==> src/rtl/alu_issue_if.sv <==
// Handshake and ALU-side signal bundle for alu_issue.
// master = instruction source / ALU / result consumer, slave = alu_issue.
interface alu_issue_if;
  logic        in_valid;
  logic        in_ready;
  logic [31:0] instr;
  logic [31:0] rs_val;
  logic [31:0] rt_val;
  logic [31:0] pc;
  logic [31:0] alu_a;
  logic [31:0] alu_b;
  logic [3:0]  alu_op;
  logic [31:0] alu_y;
  logic [1:0]  alu_flags;
  logic        out_valid;
  logic        out_ready;
  logic [31:0] result;
  logic [4:0]  dest_reg;
  logic        wr_en;
  logic        branch_taken;
  logic [31:0] branch_target;
  logic        illegal;

  modport master (
    output in_valid, instr, rs_val, rt_val, pc, alu_y, alu_flags, out_ready,
    input  in_ready, alu_a, alu_b, alu_op, out_valid, result, dest_reg,
           wr_en, branch_taken, branch_target, illegal
  );

  modport slave (
    input  in_valid, instr, rs_val, rt_val, pc, alu_y, alu_flags, out_ready,
    output in_ready, alu_a, alu_b, alu_op, out_valid, result, dest_reg,
           wr_en, branch_taken, branch_target, illegal
  );
endinterface

==> src/rtl/alu_issue.sv <==
// EX-stage issue logic: decodes a MIPS instruction, drives the ALU for one cycle,
// captures y/flags and returns write-back/branch info. Optional jal via ALU_ISSUE_JAL_EN.
module alu_issue (
  input  logic       clk,
  input  logic       rst_n,
  alu_issue_if.slave bus
);

  typedef enum logic [1:0] {IDLE, EXEC, DONE} state_e;
  typedef enum logic [2:0] {BR_NONE, BR_EQ, BR_NE, BR_LEZ, BR_GTZ, BR_JAL} br_e;

  state_e      state_q, state_d;
  br_e         br_q, br_d;
  logic [31:0] alu_a_q, alu_a_d;
  logic [31:0] alu_b_q, alu_b_d;
  logic [3:0]  alu_op_q, alu_op_d;
  logic [31:0] result_q, result_d;
  logic [31:0] target_q, target_d;
  logic [4:0]  dest_q, dest_d;
  logic        out_valid_q, out_valid_d;
  logic        wr_en_q, wr_en_d;
  logic        taken_q, taken_d;
  logic        illegal_q, illegal_d;

  logic [5:0]  opcode, funct;
  logic [4:0]  shamt, rt_idx, rd_idx;
  logic [31:0] imm_sext, imm_zext, imm_hi;
  logic [3:0]  dec_op;
  logic [31:0] dec_a, dec_b, dec_target;
  logic [4:0]  dec_dest;
  logic        dec_ill, dec_wr;
  br_e         dec_br;
  logic        in_ready, accept;

  assign opcode   = bus.instr[31:26];
  assign rt_idx   = bus.instr[20:16];
  assign rd_idx   = bus.instr[15:11];
  assign shamt    = bus.instr[10:6];
  assign funct    = bus.instr[5:0];
  assign imm_sext = {{16{bus.instr[15]}}, bus.instr[15:0]};
  assign imm_zext = {16'h0000, bus.instr[15:0]};
  assign imm_hi   = {bus.instr[15:0], 16'h0000};

  always_comb begin
    dec_op     = 4'b1010;
    dec_a      = bus.rs_val;
    dec_b      = bus.rt_val;
    dec_dest   = rt_idx;
    dec_ill    = 1'b0;
    dec_br     = BR_NONE;
    dec_target = bus.pc + 32'd4 + {imm_sext[29:0], 2'b00};
    case (opcode)
      6'h00: begin
        dec_dest = rd_idx;
        case (funct)
          6'h20, 6'h21: dec_op = 4'b0000;
          6'h22, 6'h23: dec_op = 4'b0001;
          6'h24:        dec_op = 4'b0010;
          6'h25:        dec_op = 4'b0011;
          6'h26:        dec_op = 4'b0100;
          6'h27:        dec_op = 4'b0101;
          6'h2A:        dec_op = 4'b1001;
          6'h00: begin dec_op = 4'b0110; dec_a = {27'd0, shamt}; end
          6'h02: begin dec_op = 4'b0111; dec_a = {27'd0, shamt}; end
          6'h03: begin dec_op = 4'b1000; dec_a = {27'd0, shamt}; end
          6'h04:        dec_op = 4'b0110;
          6'h06:        dec_op = 4'b0111;
          6'h07:        dec_op = 4'b1000;
          default:      dec_ill = 1'b1;
        endcase
      end
      6'h08, 6'h09: begin dec_op = 4'b0000; dec_b = imm_sext; end
      6'h0A:        begin dec_op = 4'b1001; dec_b = imm_sext; end
      6'h0C:        begin dec_op = 4'b0010; dec_b = imm_zext; end
      6'h0D:        begin dec_op = 4'b0011; dec_b = imm_zext; end
      6'h0E:        begin dec_op = 4'b0100; dec_b = imm_zext; end
      6'h0F:        begin dec_op = 4'b1011; dec_b = imm_hi; end
      6'h04: begin dec_op = 4'b0001; dec_dest = '0; dec_br = BR_EQ; end
      6'h05: begin dec_op = 4'b0001; dec_dest = '0; dec_br = BR_NE; end
      6'h06: begin dec_op = 4'b1010; dec_b = '0; dec_dest = '0; dec_br = BR_LEZ; end
      6'h07: begin dec_op = 4'b1010; dec_b = '0; dec_dest = '0; dec_br = BR_GTZ; end
`ifdef ALU_ISSUE_JAL_EN
      6'h03: begin
        dec_op     = 4'b1100;
        dec_a      = '0;
        dec_b      = bus.pc;
        dec_dest   = 5'd31;
        dec_br     = BR_JAL;
        dec_target = {bus.pc[31:28], bus.instr[25:0], 2'b00};
      end
`endif
      default: dec_ill = 1'b1;
    endcase
    if (dec_ill) begin
      dec_op   = 4'b1010;
      dec_a    = '0;
      dec_b    = '0;
      dec_dest = '0;
      dec_br   = BR_NONE;
    end
    dec_wr = !dec_ill && (dec_br == BR_NONE || dec_br == BR_JAL) && (dec_dest != 5'd0);
  end

  // DONE hands the input slot straight through when the result is being consumed.
  assign in_ready = (state_q == IDLE) || (state_q == DONE && bus.out_ready);
  assign accept   = in_ready && bus.in_valid;

  always_comb begin
    state_d     = state_q;
    br_d        = br_q;
    alu_a_d     = alu_a_q;
    alu_b_d     = alu_b_q;
    alu_op_d    = alu_op_q;
    result_d    = result_q;
    target_d    = target_q;
    dest_d      = dest_q;
    out_valid_d = out_valid_q;
    wr_en_d     = wr_en_q;
    taken_d     = taken_q;
    illegal_d   = illegal_q;
    case (state_q)
      EXEC: begin
        state_d     = DONE;
        out_valid_d = 1'b1;
        result_d    = bus.alu_y;
        case (br_q)
          BR_EQ:   taken_d = bus.alu_flags[0];
          BR_NE:   taken_d = !bus.alu_flags[0];
          BR_LEZ:  taken_d = bus.alu_flags[0] | bus.alu_flags[1];
          BR_GTZ:  taken_d = !bus.alu_flags[0] & !bus.alu_flags[1];
          BR_JAL:  taken_d = 1'b1;
          default: taken_d = 1'b0;
        endcase
      end
      DONE: begin
        if (bus.out_ready) begin
          out_valid_d = 1'b0;
          state_d     = IDLE;
        end
      end
      default: ;
    endcase
    if (accept) begin
      state_d   = EXEC;
      br_d      = dec_br;
      alu_a_d   = dec_a;
      alu_b_d   = dec_b;
      alu_op_d  = dec_op;
      target_d  = dec_target;
      dest_d    = dec_dest;
      wr_en_d   = dec_wr;
      taken_d   = 1'b0;
      illegal_d = dec_ill;
    end
  end

  always_ff @(posedge clk or negedge rst_n) begin
    if (!rst_n) begin
      state_q     <= IDLE;
      br_q        <= BR_NONE;
      alu_a_q     <= '0;
      alu_b_q     <= '0;
      alu_op_q    <= '0;
      result_q    <= '0;
      target_q    <= '0;
      dest_q      <= '0;
      out_valid_q <= 1'b0;
      wr_en_q     <= 1'b0;
      taken_q     <= 1'b0;
      illegal_q   <= 1'b0;
    end else begin
      state_q     <= state_d;
      br_q        <= br_d;
      alu_a_q     <= alu_a_d;
      alu_b_q     <= alu_b_d;
      alu_op_q    <= alu_op_d;
      result_q    <= result_d;
      target_q    <= target_d;
      dest_q      <= dest_d;
      out_valid_q <= out_valid_d;
      wr_en_q     <= wr_en_d;
      taken_q     <= taken_d;
      illegal_q   <= illegal_d;
    end
  end

  assign bus.in_ready      = in_ready;
  assign bus.alu_a         = alu_a_q;
  assign bus.alu_b         = alu_b_q;
  assign bus.alu_op        = alu_op_q;
  assign bus.out_valid     = out_valid_q;
  assign bus.result        = result_q;
  assign bus.dest_reg      = dest_q;
  assign bus.wr_en         = wr_en_q;
  assign bus.branch_taken  = taken_q;
  assign bus.branch_target = target_q;
  assign bus.illegal       = illegal_q;

endmodule
==> src/flat_wrapper.sv <==
// flat-port wrapper written by rule: the top's interface ports become plain ports
module alu_issue_flat 
  (clk, rst_n, bus_in_valid, bus_instr, bus_rs_val, bus_rt_val, bus_pc, bus_alu_y, bus_alu_flags, bus_out_ready, bus_in_ready, bus_alu_a, bus_alu_b, bus_alu_op, bus_out_valid, bus_result, bus_dest_reg, bus_wr_en, bus_branch_taken, bus_branch_target, bus_illegal);
  alu_issue_if bus_i ();
  input  logic clk;
  input  logic rst_n;
  input wire logic [$bits(bus_i.in_valid)-1:0] bus_in_valid;
  input wire logic [$bits(bus_i.instr)-1:0] bus_instr;
  input wire logic [$bits(bus_i.rs_val)-1:0] bus_rs_val;
  input wire logic [$bits(bus_i.rt_val)-1:0] bus_rt_val;
  input wire logic [$bits(bus_i.pc)-1:0] bus_pc;
  input wire logic [$bits(bus_i.alu_y)-1:0] bus_alu_y;
  input wire logic [$bits(bus_i.alu_flags)-1:0] bus_alu_flags;
  input wire logic [$bits(bus_i.out_ready)-1:0] bus_out_ready;
  output wire logic [$bits(bus_i.in_ready)-1:0] bus_in_ready;
  output wire logic [$bits(bus_i.alu_a)-1:0] bus_alu_a;
  output wire logic [$bits(bus_i.alu_b)-1:0] bus_alu_b;
  output wire logic [$bits(bus_i.alu_op)-1:0] bus_alu_op;
  output wire logic [$bits(bus_i.out_valid)-1:0] bus_out_valid;
  output wire logic [$bits(bus_i.result)-1:0] bus_result;
  output wire logic [$bits(bus_i.dest_reg)-1:0] bus_dest_reg;
  output wire logic [$bits(bus_i.wr_en)-1:0] bus_wr_en;
  output wire logic [$bits(bus_i.branch_taken)-1:0] bus_branch_taken;
  output wire logic [$bits(bus_i.branch_target)-1:0] bus_branch_target;
  output wire logic [$bits(bus_i.illegal)-1:0] bus_illegal;
  assign bus_i.in_valid = bus_in_valid;
  assign bus_i.instr = bus_instr;
  assign bus_i.rs_val = bus_rs_val;
  assign bus_i.rt_val = bus_rt_val;
  assign bus_i.pc = bus_pc;
  assign bus_i.alu_y = bus_alu_y;
  assign bus_i.alu_flags = bus_alu_flags;
  assign bus_i.out_ready = bus_out_ready;
  assign bus_in_ready = bus_i.in_ready;
  assign bus_alu_a = bus_i.alu_a;
  assign bus_alu_b = bus_i.alu_b;
  assign bus_alu_op = bus_i.alu_op;
  assign bus_out_valid = bus_i.out_valid;
  assign bus_result = bus_i.result;
  assign bus_dest_reg = bus_i.dest_reg;
  assign bus_wr_en = bus_i.wr_en;
  assign bus_branch_taken = bus_i.branch_taken;
  assign bus_branch_target = bus_i.branch_target;
  assign bus_illegal = bus_i.illegal;
  alu_issue u_core (.clk(clk), .rst_n(rst_n), .bus(bus_i));
endmodule
==> config.mk <==
export PLATFORM = sky130hd
export DESIGN_NAME = alu_issue_flat
export DESIGN_NICKNAME = d
export VERILOG_FILES = /design/src/rtl/alu_issue_if.sv /design/src/rtl/alu_issue.sv /design/src/flat_wrapper.sv
export SDC_FILE = /design/constraint.sdc
export NUM_CORES = 1
export LEC_CHECK = 0
export CORE_ASPECT_RATIO = 1.4
export CORE_MARGIN = 3
export CORE_UTILIZATION = 45
export CTS_CLUSTER_SIZE = 14
export DETAILED_ROUTE_END_ITERATION = 8
export PLACE_DENSITY = 0.84
export SYNTH_ARGS = -nofsm -noshare
export SYNTH_HDL_FRONTEND = slang
export SYNTH_SLANG_ARGS = --single-unit
==> constraint.sdc <==
create_clock -name clk -period 2.2 [get_ports clk]
set_input_delay 0.44 -clock clk [delete_from_list [all_inputs] [get_ports clk]]
set_output_delay 0.44 -clock clk [all_outputs]
set_load 0.005 [all_outputs]
==> run metrics, run 1 <==
RR Startpoint u_core.state_q[0]$_DFFE_PN0P_; row cnt between 50 and 60; largest net degree at the start of global routing between 50 and 60; Antenna Violating Nets Remaining 0; worst hold endpoint u_core.bus.branch_target[2]$_DFFE_PN0P_; worst hold start bus_pc[2]; HP Class in -> reg; Final setup violation count 18; Reg area 3650 um2; WHS Path Cells 4; total power ~14 mW; CP Data Arrival Time between 2 and 3 ns; number of synthesized flops with an enable pin 0; TritonCTS Buffers 17; I/O pin total a little over 300; Netlist Area Pre-Place ~8200 um2; Leak about 6.3 nW; Clock Latency Late Sink about 0.43 ns; Crit Reg-Reg Endpoint u_core.bus.branch_target[30]$_DFFE_PN0P_; Initial Utilization 0.465; vias in the first global route 9233; Adder-Cell Fraction of Synth Area 0.0940; P&R area growth vs syn 78.7%; Crit Path Max Fanout 4; unrepaired setup endpoints after global routing yes; first-pass GRT wire length around 51000 um; initial antenna violation count 3; WP data required approximately 2.5 ns; CTS tree built; prevailing post-synth register cell dfrtp_1; core area roughly 18000 um2; gr usage total 0.326; remaining global-route overflow 0; Synth Area in Simple Gates 0.115; CP Class in -> reg; Worst IR Drop VDD approximately 0.66 mV; clk buf depth 2; crit share post-route 1.14; via count 9239; Fin. Hold Viols 0; async set-reset flop share out of synthesis 1.00; H-tree levels 4; Post-Layout Inst Area 14600 um2; sequential element share of the synthesized area 0.446; total routed wirelength 37400 um; Syn Nets approximately 1.0k; XOR/XNOR Fraction of Synth Area 0.0224; FF-to-FF setup slack approximately 0.28 ns; post-DP HPWL 23100 um; Residual DRC 0; max_cap viols 0; clk sink count roughly 150; share of cells above drive strength 1 0.322; Setup Skew roughly 0.014 ns; startpoint types input port; largest family of logic cells by synthesized area compound AO/OA/AOI/OAI gates; Via density between 6 and 7; drt wl/cell roughly 25 um; Synth cell types 64; number of port buffers 302; Die Y-Extent between 150 and 200 um; failing checks setup timing; area of the multi-input gates 5520 um2; Synth Area in Compound Gates 0.229; Synth Area per Inst about 10 um2; die area about 20000 um2; mux cell area share after synthesis 0.0553; Fillers ~950; Placer Congestion approximately 0.93; CP Capture Type register; actual slew at the worst max-slew pin approximately 0.63 ns; Total Nets Final 1484; final slew viol count 0; DP Area 12700 um2; drt initial violations 936; synthesized instance count roughly 800; final worst slack -0.301 ns; final core occ 0.832; status finished, violations left; yosys warns 0; slew margin rel. 0.567; Chip Width ~120 um; Worst-path clk slew roughly 0.08 ns; Pwr Density between 900 and 1000 nW/um2; TritonRoute pass-1 iters 5; minimum clock period approximately 2.5 ns; Root Buffer clkbuf_16; FF+latch count, synth between 100 and 150; R2R depth 8; Fmax approximately 0.40 GHz
## what timing repair did
action | CTS | global route
pin swaps | 74 | 63
resized for setup | 219 | 91
setup buffers | 27 | 9
endpoints found under the setup margin | 26 | 21
hold buffers | 1 | 0
endpoints found under the hold margin | 44 | 0
## power by group
part	switching, mW	leakage (nW)	internal, mW
Clock	1.30	0.286	1.61
Combinational	2.96	4.12	3.76
Sequential	0.627	1.88	3.67
## kinds of logic after synthesis
logic type | after synthesis
flops | 146
fa+ha+maj | 61
mux | 41
compound gates | 262
simple gates | 212
xor+xnor | 21
buf+inv | 75
## critical path: stages
cell             delay [ns]
clkdlybuf4s15_2        0.28
ha_4                   0.34
ha_4                   0.23
a21oi_2                0.26
o21a_1                 0.24
o31a_1                 0.21
o41ai_4                0.10
buf_6                  0.15
a221oi_2               0.26
xor2_1                 0.21
o21ai_1                0.08
## Yosys cell counts (all sizes together) (5+ instances only)
cell type	n	area, um2
a22oi	18	135
ha	60	751
and3	10	62.6
nand3	11	55.1
a21o	8	60.1
clkbuf	31	118
mux2i	7	70.1
nand2	125	469
dfrtp	146	3650
nor3	9	45.0
inv	23	86.3
a21oi	42	210
nor2	32	139
o21ai	47	246
a31oi	9	56.3
a221oi	20	181
xor2	9	78.8
o31ai	49	368
o211ai	7	66.3
xnor2	12	105
a22o	28	245
a211oi	5	47.5
mux2	34	383
buf	21	109
## cells in the final DEF (no fill, tap or decap), types with 5 or more instances in the layout
master / synthesis / routed
o21ai_1: 7 / 13
o21ai_2: 3 / 7
a31oi_1: 9 / 5
a21oi_2: 0 / 8
buf_12: 0 / 11
o21ai_0: 37 / 23
a221oi_1: 19 / 17
buf_4: 4 / 147
xor2_1: 9 / 8
o31ai_1: 49 / 47
a21o_1: 8 / 7
dfrtp_1: 146 / 146
mux2_2: 33 / 32
clkdlybuf4s50_1: 0 / 259
and3_1: 10 / 8
a22oi_1: 18 / 18
xnor2_1: 12 / 8
nand3_1: 11 / 8
buf_2: 12 / 6
a21oi_1: 42 / 24
mux2i_1: 7 / 7
nand2_2: 0 / 7
nand2_1: 125 / 115
a21oi_4: 0 / 10
dlymetal6s2s_1: 0 / 6
inv_1: 23 / 20
buf_6: 0 / 26
dlygate4sd2_1: 0 / 9
nor2_1: 30 / 26
ha_4: 0 / 55
o211ai_1: 6 / 6
clkbuf_16: 0 / 17
a22o_1: 28 / 28
## worst max path at each step
stage                        startpoint                                       end  cells past startpoint
after floorplan            bus_instr[0]  u_core.bus.branch_target[31]$_DFFE_PN0P_                     13
after global placement     bus_instr[1]  u_core.bus.branch_target[31]$_DFFE_PN0P_                     11
after detailed placement   bus_instr[1]  u_core.bus.branch_target[31]$_DFFE_PN0P_                     11
after CTS                  bus_instr[1]  u_core.bus.branch_target[25]$_DFFE_PN0P_                     13
after global routing      bus_instr[14]  u_core.bus.branch_target[25]$_DFFE_PN0P_                     11
final                     bus_instr[14]  u_core.bus.branch_target[25]$_DFFE_PN0P_                     11
## per-layer routing
layer	GRT usage	routed length (um)
met1	0.352	12200
met2	0.575	18700
met3	0.0730	3380
met4	0.197	3160
met5	0	0
## area by class of cell
type / instances / share of cell area
multi-input cells: 597 / 0.377
repair buffers: 472 / 0.306
flip-flops and latches: 146 / 0.249
clock buffers: 17 / 0.0290
well taps: 236 / 0.0202
clock inverters: 15 / 0.0115
inverters: 23 / 0.00658
diodes: 3 / 0.000513
## through the flow
step           setup slack [ns]  std cells  setup TNS (ns)  hold slack (ns)
2_1_floorplan            -0.405        818           -3.08            0.144
3_3_place_gp              -1.00       1439          -40.96            0.392
3_5_place_dp              -1.10       1439          -43.61            0.394
4_1_cts                  -0.213       1499          -0.672            0.427
5_1_grt                  -0.374       1509           -2.89            0.461
6_report                 -0.301       1509           -2.19            0.469
No activity file was read; power rests on OpenSTA's default activity.
==> run 2, diff against run 1 <==
TNS_END_PERCENT = 30   (was default)
==> run metrics, run 2 (synthesized netlist as in run 1, its figures left out) <==
status finished, violations left (unchanged); failing checks setup timing (unchanged); clk sink count 146 (unchanged); CP Data Arrival Time 2.83 ns (was 2.81 ns); Leak 6.14 nW (was 6.28 nW); R2R depth 8 (unchanged); CP Class in -> reg (unchanged); remaining global-route overflow 0 (unchanged); CP Capture Type register (unchanged); max_cap viols 0 (unchanged); commonest non-fill, non-tap cells in the layout clkdlybuf4s50_1 (264), buf_4 (147), dfrtp_1 (146) (was clkdlybuf4s50_1 (259), buf_4 (147), dfrtp_1 (146)); clk buf depth 2 (unchanged); vias in the first global route 9203 (was 9233); TritonRoute pass-1 iters 5 (unchanged); HP Class in -> reg (unchanged); Reg area 3650 um2 (unchanged); I/O pin total 308 (unchanged); largest net degree at the start of global routing 53 (was 57); via count 8716 (was 9239); drt initial violations 712 (was 936); slew margin rel. 0.593 (was 0.567); first-pass GRT wire length 49800 um (was 51100 um); Setup Skew 0.00962 ns (was 0.0140 ns); die area 19900 um2 (unchanged); Fmax 0.397 GHz (was 0.400 GHz); WHS Path Cells 4 (unchanged); Seq pwr share 0.312 (was 0.309); filler-free cell count of the finished design 1501 (was 1509); Clock Latency Late Sink 0.42 ns (was 0.43 ns); gr usage total 0.317 (was 0.326); Post-Layout Inst Area 14200 um2 (was 14600 um2); Crit Path Max Fanout 2 (was 4); DP Worst Slack -1.09 ns (was -1.10 ns); Fillers 1032 (was 948); final slew viol count 0 (unchanged); Pwr Density 963 nW/um2 (was 950 nW/um2); FF-to-FF setup slack 0.20 ns (was 0.28 ns); Worst IR Drop VDD 0.585 mV (was 0.657 mV); number of port buffers 302 (unchanged); post-DP HPWL 22400 um (was 23100 um); Via density 5.81 (was 6.12); final worst slack -0.321 ns (was -0.301 ns); initial antenna violation count 2 (was 3); total routed wirelength 32800 um (was 37400 um); P&R area growth vs syn 73.1% (was 78.7%); RR Startpoint u_core.state_q[0]$_DFFE_PN0P_ (unchanged); Net Sw Frac 0.338 (was 0.350); H-tree levels 4 (unchanged); net load switching power 4.61 mW (was 4.88 mW); Antenna Violating Nets Remaining 0 (unchanged); placed cells 1447 (was 1439); DP Area 12600 um2 (was 12700 um2); share of cells above drive strength 1 0.291 (was 0.322); Fin. Hold Viols 0 (unchanged); Int Pwr 9.04 mW (about the same); Root Buffer clkbuf_16 (unchanged); clock share of power 0.223 (was 0.209); TritonCTS Buffers 17 (unchanged); Die Y-Extent 166 um (unchanged); Worst-path clk slew 0.07 ns (was 0.08 ns); actual slew at the worst max-slew pin 0.596 ns (was 0.633 ns); WP data required 2.51 ns (about the same); CTS tree built (unchanged); Initial Utilization 0.465 (unchanged); unrepaired setup endpoints after global routing yes (unchanged); area of the multi-input gates 5160 um2 (was 5520 um2); Final setup violation count 15 (was 18); Chip Width 120 um (unchanged); Total Nets Final 1477 (was 1484); core area 17600 um2 (unchanged); worst hold endpoint u_core.bus.branch_target[2]$_DFFE_PN0P_ (unchanged); minimum clock period 2.52 ns (was 2.50 ns); Placer Congestion 0.963 (was 0.935); worst hold start bus_instr[0] (was bus_pc[2]); Comb pwr share 0.465 (was 0.483); row cnt 57 (unchanged); Crit Reg-Reg Endpoint u_core.bus.branch_target[24]$_DFFE_PN0P_ (was u_core.bus.branch_target[30]$_DFFE_PN0P_); crit share post-route 1.15 (was 1.14); commonest non-fill, non-tap cell in the layout clkdlybuf4s50_1 (unchanged); drt wl/cell 21.9 um (was 24.8 um); startpoint types input port (unchanged); Residual DRC 0 (unchanged)
## run 2: changes by cell type in the layout (fill, tap and decap cells not counted), sizes merged
cell and delta:
diode -1, clkinv -2, clkinvlp -1, inv +2, dlymetal6s2s -5, buf -13
clkbuf +6, clkdlybuf4s50 +5, bufinv +1
## run 2: stage by stage
step | hold WS, ns | power (mW) | TNS, ns | utilization
2_1_floorplan | 0.144 | 6.51 | -4.09 | -
3_3_place_gp | 0.364 | 9.83 | -43.16 | 0.713
3_5_place_dp | 0.369 | 10.1 | -46.03 | 0.713
4_1_cts | 0.406 | 13.5 | -0.789 | 0.795
5_1_grt | 0.418 | 14.4 | -2.85 | 0.805
6_report | 0.406 | 13.7 | -1.84 | 0.805
## run 2: worst max-delay path, stage by stage
cell,delay (ns)
clkdlybuf4s50_1,0.55
ha_4,0.24
ha_4,0.16
buf_4,0.14
a21oi_1,0.19
o21ai_1,0.16
a31oi_1,0.32
o31ai_1,0.14
a31oi_2,0.22
mux2i_1,0.21
nand2_1,0.06
## run 2: power groups by stage
stage / clock network (mW) / registers (mW) / logic, mW
2_1_floorplan: 0 / 4.27 / 2.24
3_3_place_gp: 0 / 4.21 / 5.63
3_5_place_dp: 0 / 4.27 / 5.79
4_1_cts: 3.08 / 4.24 / 6.14
5_1_grt: 3.23 / 4.38 / 6.79
6_report: 3.04 / 4.26 / 6.35
## run 2: timing repair
action                                  in CTS  in global routing
hold buffers                                 1                  0
hold endpoints to repair                    30                  0
buffers inserted                            12                  9
endpoints found under the setup margin      26                 20
pin swaps                                   54                 35
resized for setup                          203                 49
## run 2: worst max path at each step
stage	start	endpoint	slack, ns	depth (start not counted)
after floorplan	bus_instr[0]	u_core.bus.branch_target[31]$_DFFE_PN0P_	-0.41	13
after global placement	bus_instr[1]	u_core.bus.branch_target[31]$_DFFE_PN0P_	-0.99	11
after detailed placement	bus_instr[1]	u_core.bus.branch_target[25]$_DFFE_PN0P_	-1.09	12
after CTS	bus_instr[1]	u_core.bus.branch_target[31]$_DFFE_PN0P_	-0.17	11
after global routing	bus_pc[22]	u_core.bus.branch_target[31]$_DFFE_PN0P_	-0.46	11
final	bus_pc[22]	u_core.bus.branch_target[31]$_DFFE_PN0P_	-0.32	11
## run 2: final cells by class
class | count | share of cell area
diodes | 2 | 0.000353
clock buffers | 17 | 0.0300
clock inverters | 15 | 0.0135
inverters | 23 | 0.00662
multi-input cells | 597 | 0.364
flip-flops and latches | 146 | 0.258
well taps | 236 | 0.0208
repair buffers | 465 | 0.308
## run 2: metal layers
metal	GRT usage	up-vias	share of wire	wire length [um]
met1	0.347	4169	0.35	11500
li1	-	3900	-	-
met2	0.553	493	0.51	16700
met5	0	-	0	0
met4	0.201	0	0.068	2230
met3	0.0655	154	0.071	2350
